## src/rtl/sram_access_ctrl.sv

```systemverilog
// sram_access_ctrl: bridges a req/gnt bus onto a single-port 32-bit SRAM bank
// and sequences the bank into and out of retention.
// Ports:
//   clk_i, rst_ni                   clock, async active-low reset
//   req_i/gnt_o                     bus handshake (gnt_o combinational)
//   addr_i, we_i, be_i, wdata_i     bus request payload (byte address)
//   rvalid_o, rdata_o               one-cycle-latency response
//   ret_req_i, ret_ack_o            retention request / bank-retentive flag
//   sram_*                          SRAM macro interface
module sram_access_ctrl #(
  parameter int unsigned NumWords     = 8192,
  parameter int unsigned AddrWidth    = (NumWords <= 1) ? 1 : $clog2(NumWords),
  parameter int unsigned WakeupCycles = 4
) (
  input  logic                 clk_i,
  input  logic                 rst_ni,
  input  logic                 req_i,
  output logic                 gnt_o,
  input  logic [31:0]          addr_i,
  input  logic                 we_i,
  input  logic [3:0]           be_i,
  input  logic [31:0]          wdata_i,
  output logic                 rvalid_o,
  output logic [31:0]          rdata_o,
  input  logic                 ret_req_i,
  output logic                 ret_ack_o,
  output logic                 sram_req_o,
  output logic                 sram_we_o,
  output logic [AddrWidth-1:0] sram_addr_o,
  output logic [31:0]          sram_wdata_o,
  output logic [3:0]           sram_be_o,
  output logic                 sram_set_retentive_no,
  input  logic [31:0]          sram_rdata_i
);

  localparam int unsigned CntW = 8;

  typedef enum logic [1:0] {
    StActive = 2'd0,
    StEnter  = 2'd1,
    StRet    = 2'd2,
    StWake   = 2'd3
  } state_e;

  state_e          state_q, state_d;
  logic [CntW-1:0] wake_cnt_q, wake_cnt_d;
  logic            rvalid_q;
  logic            rd_q;
  logic            ret_ack_q;
  logic            ret_n_q;

  // Retention request wins over a same-cycle bus request.
  assign gnt_o = req_i & (state_q == StActive) & ~ret_req_i;

  // Straight pass-through to the macro; byte offset and high bits alias.
  assign sram_req_o   = gnt_o;
  assign sram_we_o    = we_i;
  assign sram_wdata_o = wdata_i;
  assign sram_be_o    = be_i;
  assign sram_addr_o  = addr_i[AddrWidth+1:2];

  logic unused_addr_bits;
  assign unused_addr_bits = ^{addr_i[31:AddrWidth+2], addr_i[1:0]};

  // Macro data is valid the cycle after a read; writes return zero data.
  assign rvalid_o = rvalid_q;
  assign rdata_o  = (rvalid_q & rd_q) ? sram_rdata_i : 32'h0;

  assign ret_ack_o             = ret_ack_q;
  assign sram_set_retentive_no = ret_n_q;

  // Retention sequencing: ENTER is a one-cycle drain slot before RET.
  always_comb begin
    state_d    = state_q;
    wake_cnt_d = wake_cnt_q;
    unique case (state_q)
      StActive: begin
        if (ret_req_i) state_d = StEnter;
      end
      StEnter: begin
        state_d = ret_req_i ? StRet : StActive;
      end
      StRet: begin
        if (!ret_req_i) begin
          state_d    = StWake;
          wake_cnt_d = CntW'(WakeupCycles);
        end
      end
      StWake: begin
        // ret_req_i is deliberately not sampled until ACTIVE is reached.
        if (wake_cnt_q <= CntW'(1)) begin
          state_d    = StActive;
          wake_cnt_d = '0;
        end else begin
          wake_cnt_d = wake_cnt_q - CntW'(1);
        end
      end
      default: begin
        state_d    = StActive;
        wake_cnt_d = '0;
      end
    endcase
  end

  // All state and registered outputs.
  always_ff @(posedge clk_i or negedge rst_ni) begin
    if (!rst_ni) begin
      state_q    <= StActive;
      wake_cnt_q <= '0;
      rvalid_q   <= 1'b0;
      rd_q       <= 1'b0;
      ret_ack_q  <= 1'b0;
      ret_n_q    <= 1'b1;
    end else begin
      state_q    <= state_d;
      wake_cnt_q <= wake_cnt_d;
      rvalid_q   <= gnt_o;
      rd_q       <= gnt_o & ~we_i;
      ret_ack_q  <= (state_d == StRet);
      ret_n_q    <= (state_d != StRet);
    end
  end

endmodule

```

## config.mk

```make
export PLATFORM = sky130hd
export DESIGN_NAME = sram_access_ctrl
export DESIGN_NICKNAME = d
export VERILOG_FILES = /design/src/rtl/sram_access_ctrl.sv
export SDC_FILE = /design/constraint.sdc
export NUM_CORES = 1
export LEC_CHECK = 0
export ABC_AREA = 1
export BUFFER_PORTS_ARGS = -buffer_cell sky130_fd_sc_hd__clkbuf_2
export CORE_AREA = 2 2 74 76
export CTS_CLUSTER_DIAMETER = 40
export DETAILED_ROUTE_END_ITERATION = 6
export DIE_AREA = 0 0 76 78
export MAX_ROUTING_LAYER = met4
export PLACE_DENSITY = 0.71
export SLEW_MARGIN = 10
export SYNTH_ARGS = -nofsm -noshare
export SYNTH_HDL_FRONTEND = slang
export SYNTH_SLANG_ARGS = --single-unit
```

## constraint.sdc

```tcl
create_clock -name clk_i -period 2.5 [get_ports clk_i]
set_input_delay 0.125 -clock clk_i [delete_from_list [all_inputs] [get_ports clk_i]]
set_output_delay 0.125 -clock clk_i [all_outputs]
set_load 0.05 [all_outputs]
```

==> flow_metrics.py, run 1 <==
metrics = {
    "placement": {
        "place.gp.congestion": 0.866,
        "dp_hpwl_um": 3300,
        "port_buffers": 74,
        "pre_cts_ws_ps": 1030,
    },
    "worst_setup_path": {
        "cp_data_required_time_ps": 2380,
        "crit_buf_inv": 2,
        "crit_fanout": 5,
        "worstPathArrival_ps": 1540,
        "critPathTopFamily": "simple AND/OR/NAND/NOR gates",
        "critPathKind": "flop to output port",
        "cpPeakStageDelay_ps": 440,
        "r2r_slack_ps": 1000,
        "cp-start-kind": "flop",
        "crit_path_end_kind": "output port",
        "slowest_stage": "dfrtp_1",
        "cp_cell_sequence": "nor2_1, inv_1, nor3_1, clkbuf_2",
    },
    "global_route": {
        "track_usage_pct": 13.0,
        "grt_max_degree": 32,
        "grt_pass1_vias": 1205,
        "grt_pass1_wl_um": 6060,
        "grt_overflow": 0,
        "antenna_found_initial": 0,
    },
    "floorplan": {
        "io_pins": 192,
        "die-height_um": 78,
        "core_um2": 5040,
        "num_rows": 26,
        "dieArea_um2": 5930,
        "start_util_pct": 27.4,
        "die-width_um": 76,
    },
    "detailed_routing": {
        "first_pass_iters": 4,
        "viasPerCell": 3.86,
        "wl_per_cell_um": 12.4,
        "routed_wl_um": 3860,
        "drtIter0Drc": 13,
        "final_antenna_net_count": 0,
        "drc": 0,
        "vias": 1199,
    },
    "synthesis": {
        "syn_area_um2": 1380,
        "ys_types": 23,
        "synth_nets": 322,
        "syn_inst": 215,
        "synth_top_area_share_pct": 27.7,
        "yosysWarnings": 0,
        "ys_top_cells_by_area": "buf_4 28%, dfrtp_1 24%, nor2_1 12%",
        "seq_area_frac_synth_pct": 25.4,
        "synth.avg_cell_area_um2": 6.44,
        "synth_area_leader_cell": "buf_4",
        "ys_seq_elements": 14,
    },
    "timing": {
        "maxSlewHeadroom_pct": 76.6,
        "final-hold-violation-count": 0,
        "rsz0062_at_grt": "false",
        "max_freq_mhz": 602,
        "finalSetupViolCount": 0,
        "finalCritPeriodShare_pct": 66.4,
        "layout_setup_ws_ps": 839,
        "skew_ps": 9.02,
        "worst_pin_slew_ps": 350,
        "fin_setup_tns_ps": 0,
        "period_needed_ps": 1660,
        "final_max_slew_viol_count": 0,
    },
    "power": {
        "leakagePower_nw": 0.978,
        "ir_drop_uv": 624,
        "power_density_nw_per_um2": 775,
        "power.total_mw": 1.18,
    },
    "layout": {
        "layout-drive-gt1-share_pct": 37.3,
        "final_cell_mix": "74 x clkbuf_2, 45 x nor2_1, 43 x inv_1",
        "area_delta_synth_final_pct": 9.86,
        "final_core_util_pct": 30.1,
        "antenna_cells": 0,
        "nNetsFinal": 349,
        "layout_commonest_cell": "clkbuf_2",
    },
    "clock_network": {
        "cts.clk_slew.worst_paths_ps": 50,
        "cts_max_path_buffers": 2,
        "cts_made_buffers": 3,
        "clkLatencyLatePin_ps": 250,
        "postCtsSetupBuffers": 0,
        "cts_tree": "yes",
        "cts_sinks": 14,
        "htree_levels": 1,
        "root_buffer": "clkbuf_8",
    },
    "job": {
        "cap_violations": 0,
    },
    "outcome": {
        "status": "completed",
    },
    "min_path": {
        "min_path_type": "input pin to flop",
    },
}
[worst register-to-register path: stages, from the launching register on]
cell and delay [ps]:
dfrtp_1 410, inv_1 100, ha_1 270, inv_2 60
nand2_1 70, nand2_1 70, o21ai_1 250, o211ai_1 140
[sequential cells by signal, summed over array words and instances, names as in the netlist]
register	flops
ret_ack_o	1
wake_cnt_q	8
sram_set_retentive_no	1
rvalid_o	1
state_q	2
rd_q	1
[metrics by stage]
| step | hold WS (ps) | cell area, um^2 | std cells |
|---|---|---|---|
| floorplan | -171 | 1380 | 215 |
| global route | 85.4 | 1520 | 311 |
| detailed placement | 48.0 | 1460 | 306 |
| global placement | 49.9 | 1460 | 306 |
| finish | 64.8 | 1520 | 311 |
| CTS | 63.1 | 1520 | 311 |
[worst paths after layout]
path | depth (start not counted) | to | start
max | 4 | gnt_o | state_q[0]
min | 2 | rd_q | we_i
max reg2reg | 7 | state_q[0] | wake_cnt_q[0]
min in group asynchronous | 2 | wake_cnt_q[5] | rst_ni
min reg2reg | 2 | wake_cnt_q[1] | wake_cnt_q[1]
max in group asynchronous | 2 | sram_set_retentive_no | rst_ni
[layer usage]
| metal | wire, um | GRT usage (%) |
|---|---|---|
| met4 | 104 | 6.00 |
| met3 | 504 | 6.40 |
| met1 | 1230 | 11.7 |
| met5 | 0 | - |
| met2 | 2030 | 23.1 |
[logic make-up (layout without fill, tap and decap cells)]
| family | after synthesis | in the layout | synth area share [%] |
|---|---|---|---|
| simple gates | 87 | 87 | 25.9 |
| compound gates | 10 | 10 | 4.79 |
| flops | 14 | 14 | 25.4 |
| buf+inv | 101 | 127 | 41.4 |
| xor+xnor | 1 | 1 | 0.633 |
| fa+ha+maj | 2 | 2 | 1.81 |
[cell usage after synthesis]
cell type  instances
inv_2              3
dfstp_2            1
inv_1             43
clkbuf_1           3
nor4_1             1
a21oi_1            2
xnor2_1            1
o21ai_4            1
nor2_2             3
dfrtp_1           13
nand3_1            3
o211ai_1           1
nor2_1            45
nand4_1            1
o21ai_0            1
inv_4              1
nor3_1             3
nand3_2            2
ha_1               2
buf_4             51
o21bai_1           1
o21ai_1            4
nand2_1           29
[final cells by class]
type | count | area [um^2]
clock buffers | 4 | 55.1
fillers | 549 | 3520
inverters | 47 | 179
multi-input cells | 100 | 459
flip-flops and latches | 14 | 352
well taps | 70 | 87.6
repair buffers | 76 | 388
[power breakdown]
| part | switching, mW | internal (mW) |
|---|---|---|
| combinational | 0.371 | 0.193 |
| clock | 0.0795 | 0.139 |
| sequential | 0.0849 | 0.310 |
| total | 0.536 | 0.643 |
[what timing repair did]
item / in CTS / in global routing
gates resized for setup: 0 / 0
hold buffers: 1 / 0
endpoints found under the hold margin: 13 / 0
No activity file was read; power rests on OpenSTA's default activity.
==> run 2, diff against run 1 <==
==> constraint.sdc (replaced) <==
create_clock -name clk_i -period 1.64 [get_ports clk_i]
set_input_delay 0.082 -clock clk_i [delete_from_list [all_inputs] [get_ports clk_i]]
set_output_delay 0.082 -clock clk_i [all_outputs]
set_load 0.05 [all_outputs]
==> run 2 against run 1 <==
Compared with the run above: clock power grew 53%; final cell count stayed put; power is 53% higher; setup slack got worse by 700 ps; critical path depth unchanged; critical path type unchanged.
==> flow_metrics.py, run 2 (same netlist as run 1, synthesis figures left out) <==
metrics = {
    "detailed_routing": {
        "vias": 1241,
        "final_antenna_net_count": 0,
        "drtIter0Drc": 22,
        "drc": 0,
        "first_pass_iters": 4,
        "wl_per_cell_um": 11.2,
        "routed_wl_um": 3490,
        "viasPerCell": 3.99,
    },
    "timing": {
        "max_freq_mhz": 667,
        "period_needed_ps": 1500,
        "skew_ps": 2.63,
        "rsz0062_at_grt": "true",
        "finalCritPeriodShare_pct": 91.4,
        "final_max_slew_viol_count": 0,
        "fin_setup_tns_ps": 0,
        "final-hold-violation-count": 0,
        "layout_setup_ws_ps": 140,
        "worst_pin_slew_ps": 358,
        "finalSetupViolCount": 0,
        "maxSlewHeadroom_pct": 76.2,
    },
    "layout": {
        "reg.largest.list": "wake_cnt_q (8), state_q (2)",
        "largest_reg_flops": 8,
        "fin_area_um2": 1530,
        "antenna_cells": 0,
        "final_cell_mix": "72 x clkbuf_2, 45 x nor2_1, 43 x inv_1",
        "nFillCells": 544,
        "layout-drive-gt1-share_pct": 37.8,
        "top_register": "wake_cnt_q",
        "layout_commonest_cell": "clkbuf_2",
        "nNetsFinal": 349,
        "area_delta_synth_final_pct": 10.6,
    },
    "clock_network": {
        "htree_levels": 1,
        "cts_tree": "yes",
        "cts_made_buffers": 3,
        "cts_max_path_buffers": 2,
        "clkLatencyLatePin_ps": 250,
        "root_buffer": "clkbuf_8",
        "cts.clk_slew.worst_paths_ps": 50,
        "cts_sinks": 14,
    },
    "placement": {
        "pre_cts_ws_ps": 176,
        "port_buffers": 74,
        "placed_area_um2": 1460,
        "dp_hpwl_um": 2940,
        "place.gp.congestion": 0.797,
    },
    "global_route": {
        "grt_overflow": 0,
        "track_usage_pct": 11.5,
        "grt_max_degree": 33,
        "grt_pass1_vias": 1090,
        "grt_pass1_wl_um": 5400,
        "antenna_found_initial": 0,
    },
    "worst_setup_path": {
        "cp_data_required_time_ps": 1560,
        "cp-start-kind": "flop",
        "crit_fanout": 5,
        "crit_path_end_kind": "output port",
        "worstPathArrival_ps": 1420,
        "r2r_cells": 7,
        "critPathKind": "flop to output port",
    },
    "power": {
        "clkPwrFrac_pct": 18.6,
        "ir_drop_uv": 879,
        "p_switching_mw": 0.818,
        "pwr-share-comb_pct": 48.0,
        "power_density_nw_per_um2": 1180,
        "power.total_mw": 1.80,
        "pwr-share-seq_pct": 33.5,
        "leakagePower_nw": 0.979,
        "swShare_pct": 45.4,
        "internal_power_mw": 0.983,
    },
    "floorplan": {
        "die-width_um": 76,
        "die-height_um": 78,
        "num_rows": 26,
        "core_um2": 5040,
        "start_util_pct": 27.4,
        "dieArea_um2": 5930,
        "io_pins": 192,
    },
    "outcome": {
        "status": "completed",
    },
    "min_path": {
        "min_path_type": "input pin to flop",
        "hold_depth": 2,
    },
    "job": {
        "cap_violations": 0,
    },
}
==> run 2: cell counts in the layout (fill, tap and decap cells not counted) <==
No cell type changed its count.
==> run 2: layout make-up <==
class                      count  area, um^2  share of cell area, %
clock buffer                   4        55.1                   3.60
inverter                      47         179                   11.7
multi-input combinational    100         464                   30.3
sequential                    14         352                   23.0
tap                           70        87.6                   5.72
timing repair buffer          76         393                   25.7
==> run 2: worst max-delay path: stages, from the launching register on <==
cell	delay, ps
dfrtp_1	450
nor2_1	170
inv_1	90
nor3_2	180
clkbuf_4	280
==> run 2: routing by layer <==
| metal | GRT usage [%] | vias up | wire length (um) |
|---|---|---|---|
| li1 | - | 623 | - |
| met1 | 11.7 | 530 | 1220 |
| met2 | 19.4 | 80 | 1760 |
| met3 | 5.58 | 8 | 434 |
| met4 | 4.36 | 0 | 70 |
| met5 | - | - | 0 |
==> run 2: final timing paths <==
path / end / slack (ps) / from
min: rd_q / 9 / we_i
min reg2reg: wake_cnt_q[0] / 520 / wake_cnt_q[0]
min in group asynchronous: wake_cnt_q[1] / 270 / rst_ni
max: gnt_o / 140 / state_q[0]
max reg2reg: state_q[0] / 150 / wake_cnt_q[0]
max in group asynchronous: sram_set_retentive_no / 1060 / rst_ni
==> run 2: per-stage QoR <==
stage	hold WS, ps	util (%)	std cells
after global placement	5.46	29.0	306
after global routing	6.04	30.3	311
final	8.92	30.3	311
after CTS	5.20	30.2	311
after detailed placement	13.3	29.0	306
after floorplan	-214	-	215
==> run 2: power by group through the flow <==
| stage | Combinational (mW) | Clock (mW) | Sequential, mW |
|---|---|---|---|
| 2_1_floorplan | 0.907 | 0 | 0.661 |
| 3_3_place_gp | 0.826 | 0 | 0.602 |
| 3_5_place_dp | 0.859 | 0 | 0.606 |
| 4_1_cts | 0.865 | 0.348 | 0.603 |
| 5_1_grt | 0.991 | 0.362 | 0.624 |
| 6_report | 0.864 | 0.334 | 0.603 |
==> run 2: timing repair <==
item                                    in CTS  in global routing
gates resized for setup                      0                  4
hold endpoints to repair                    13                  0
hold buffers                                 1                  0
endpoints found under the setup margin       0                  2
buffers inserted                             0                  0
==> run 3, diff against run 2 <==
==> constraint.sdc (replaced) <==
create_clock -name clk_i -period 1.5 [get_ports clk_i]
set_input_delay 0.075 -clock clk_i [delete_from_list [all_inputs] [get_ports clk_i]]
set_output_delay 0.075 -clock clk_i [all_outputs]
set_load 0.05 [all_outputs]
==> run 3 against run 2 <==
Compared with the run above: first-iteration DRC count grew 4.5%; non-clock buffer count grew 3; register-to-register slack lost 70 ps; critical path type unchanged; largest cell class unchanged.
==> flow_metrics.py, run 3 (same netlist as run 1, synthesis figures left out) <==
metrics = {
    "worst_setup_path": {
        "worstPathArrival_ps": 1380,
        "crit_fanout": 5,
        "critPathKind": "flop to output port",
        "r2r_slack_ps": 80,
        "rr_endpoint": "wake_cnt_q[7]",
        "r2r-start": "wake_cnt_q[0]",
        "slowest_stage": "dfrtp_1",
        "cp_data_required_time_ps": 1420,
        "cp_cell_sequence": "nor2_1, inv_1, nor3_4, clkbuf_4",
        "cpPeakStageDelay_ps": 440,
        "crit_buf_inv": 2,
        "crit_path_end_kind": "output port",
        "r2r_cells": 9,
        "critPathTopFamily": "flip-flops",
        "cp-start-kind": "flop",
    },
    "power": {
        "p_switching_mw": 0.952,
        "clkPwrFrac_pct": 18.1,
        "pwr-share-seq_pct": 31.5,
        "power_density_nw_per_um2": 1250,
        "pwr-share-comb_pct": 50.4,
        "internal_power_mw": 1.14,
        "swShare_pct": 45.6,
        "power.total_mw": 2.09,
        "leakagePower_nw": 0.995,
        "ir_drop_uv": 808,
    },
    "placement": {
        "pre_cts_ws_ps": 116,
        "place.gp.congestion": 0.894,
        "port_buffers": 74,
        "dp_hpwl_um": 3010,
    },
    "detailed_routing": {
        "viasPerCell": 4.04,
        "vias": 1268,
        "drc": 0,
        "wl_per_cell_um": 11.5,
        "first_pass_iters": 4,
        "final_antenna_net_count": 0,
        "routed_wl_um": 3620,
        "drtIter0Drc": 23,
    },
    "layout": {
        "final_core_util_pct": 33.2,
        "antenna_cells": 0,
        "top_register": "wake_cnt_q",
        "nNetsFinal": 352,
        "area_delta_synth_final_pct": 20.8,
        "largest_reg_flops": 8,
        "final_cell_mix": "72 x clkbuf_2, 43 x inv_1, 32 x nor2_2",
        "reg.largest.list": "wake_cnt_q (8), state_q (2)",
        "layout-drive-gt1-share_pct": 53.3,
        "layout_commonest_cell": "clkbuf_2",
    },
    "clock_network": {
        "cts_sinks": 14,
        "cts_made_buffers": 3,
        "root_buffer": "clkbuf_8",
        "cts_tree": "yes",
        "clkLatencyLatePin_ps": 250,
        "cts_max_path_buffers": 2,
        "cts.clk_slew.worst_paths_ps": 60,
        "htree_levels": 1,
    },
    "global_route": {
        "track_usage_pct": 12.6,
        "grt_pass1_vias": 1263,
        "grt_pass1_wl_um": 5840,
        "antenna_found_initial": 0,
        "grt_max_degree": 33,
        "grt_overflow": 0,
    },
    "timing": {
        "worst_pin_slew_ps": 348,
        "final-hold-violation-count": 0,
        "finalCritPeriodShare_pct": 96.8,
        "skew_ps": 0.965,
        "maxSlewHeadroom_pct": 76.8,
        "final_max_slew_viol_count": 0,
        "period_needed_ps": 1450,
        "finalSetupViolCount": 0,
        "fin_setup_tns_ps": 0,
        "rsz0062_at_grt": "true",
        "max_freq_mhz": 689,
        "hold_ws_ps": 15.5,
        "layout_setup_ws_ps": 48.7,
    },
    "min_path": {
        "min-delay-start": "we_i",
        "min_path_type": "input pin to flop",
        "hold_depth": 2,
        "hold_path_end": "rd_q",
    },
    "floorplan": {
        "die-width_um": 76,
        "dieArea_um2": 5930,
        "start_util_pct": 27.4,
        "core_um2": 5040,
        "io_pins": 192,
        "die-height_um": 78,
        "num_rows": 26,
    },
    "job": {
        "cap_violations": 0,
    },
    "outcome": {
        "status": "completed",
    },
}
-- run 3: cell count changes in the layout (fill, tap and decap cells not counted), moves of 2 or more --
cell / change
buf_4: +2
nand2_2: +2
nand2_1: -3
nor2_1: -30
nor2_2: +29
-- run 3: worst register-to-register path, cell delays in order (launching register included) --
cell and delay (ps):
dfrtp_1 410, buf_4 150, ha_1 180, inv_1 60
nand2_1 50, nand2_1 100, nor2_2 70, nor2_1 180
nand3_1 100, nand2_1 70
-- run 3: stage by stage --
step           instances  area, um^2
2_1_floorplan        215        1480
3_3_place_gp         307        1570
3_5_place_dp         307        1570
4_1_cts              312        1640
5_1_grt              314        1670
6_report             314        1670
-- run 3: timing repair --
action,in CTS,in global routing
endpoints found under the setup margin,2,6
resized for setup,2,5
hold buffers,1,0
endpoints found under the hold margin,13,0
buffers inserted,0,2
pin swaps,0,1
-- run 3: cell type report --
type	instances	area, um^2
Inverter	47	179
Timing Repair Buffer	79	428
Fill cell	538	3370
Multi-Input combinational cell	100	569
Sequential cell	14	353
Tap cell	70	87.6
Clock buffer	4	55.1
-- run 3: worst max-delay path by stage --
stage / slack [ps] / startpoint / cells after the start / end
after floorplan: -10 / rvalid_o / 3 / rdata_o[1]
after global placement: 160 / wake_cnt_q[0] / 7 / state_q[0]
after detailed placement: 120 / wake_cnt_q[0] / 7 / state_q[0]
after CTS: 40 / state_q[0] / 4 / gnt_o
after global routing: -30 / state_q[0] / 4 / sram_req_o
final: 50 / state_q[0] / 4 / gnt_o
-- run 3: power by group through the flow --
stage / sequential [mW] / combinational [mW] / clock (mW)
4_1_cts: 0.656 / 0.975 / 0.384
3_5_place_dp: 0.661 / 0.967 / 0
5_1_grt: 0.679 / 1.21 / 0.399
2_1_floorplan: 0.723 / 1.00 / 0
6_report: 0.658 / 1.05 / 0.378
3_3_place_gp: 0.656 / 0.939 / 0
-- run 3: routing by layer --
| metal | global-route usage (%) | vias up | wire length, um |
|---|---|---|---|
| met5 | - | - | 0 |
| met4 | 8.00 | 0 | 139 |
| met1 | 11.0 | 536 | 1160 |
| met3 | 9.65 | 18 | 670 |
| li1 | - | 632 | - |
| met2 | 19.1 | 82 | 1640 |
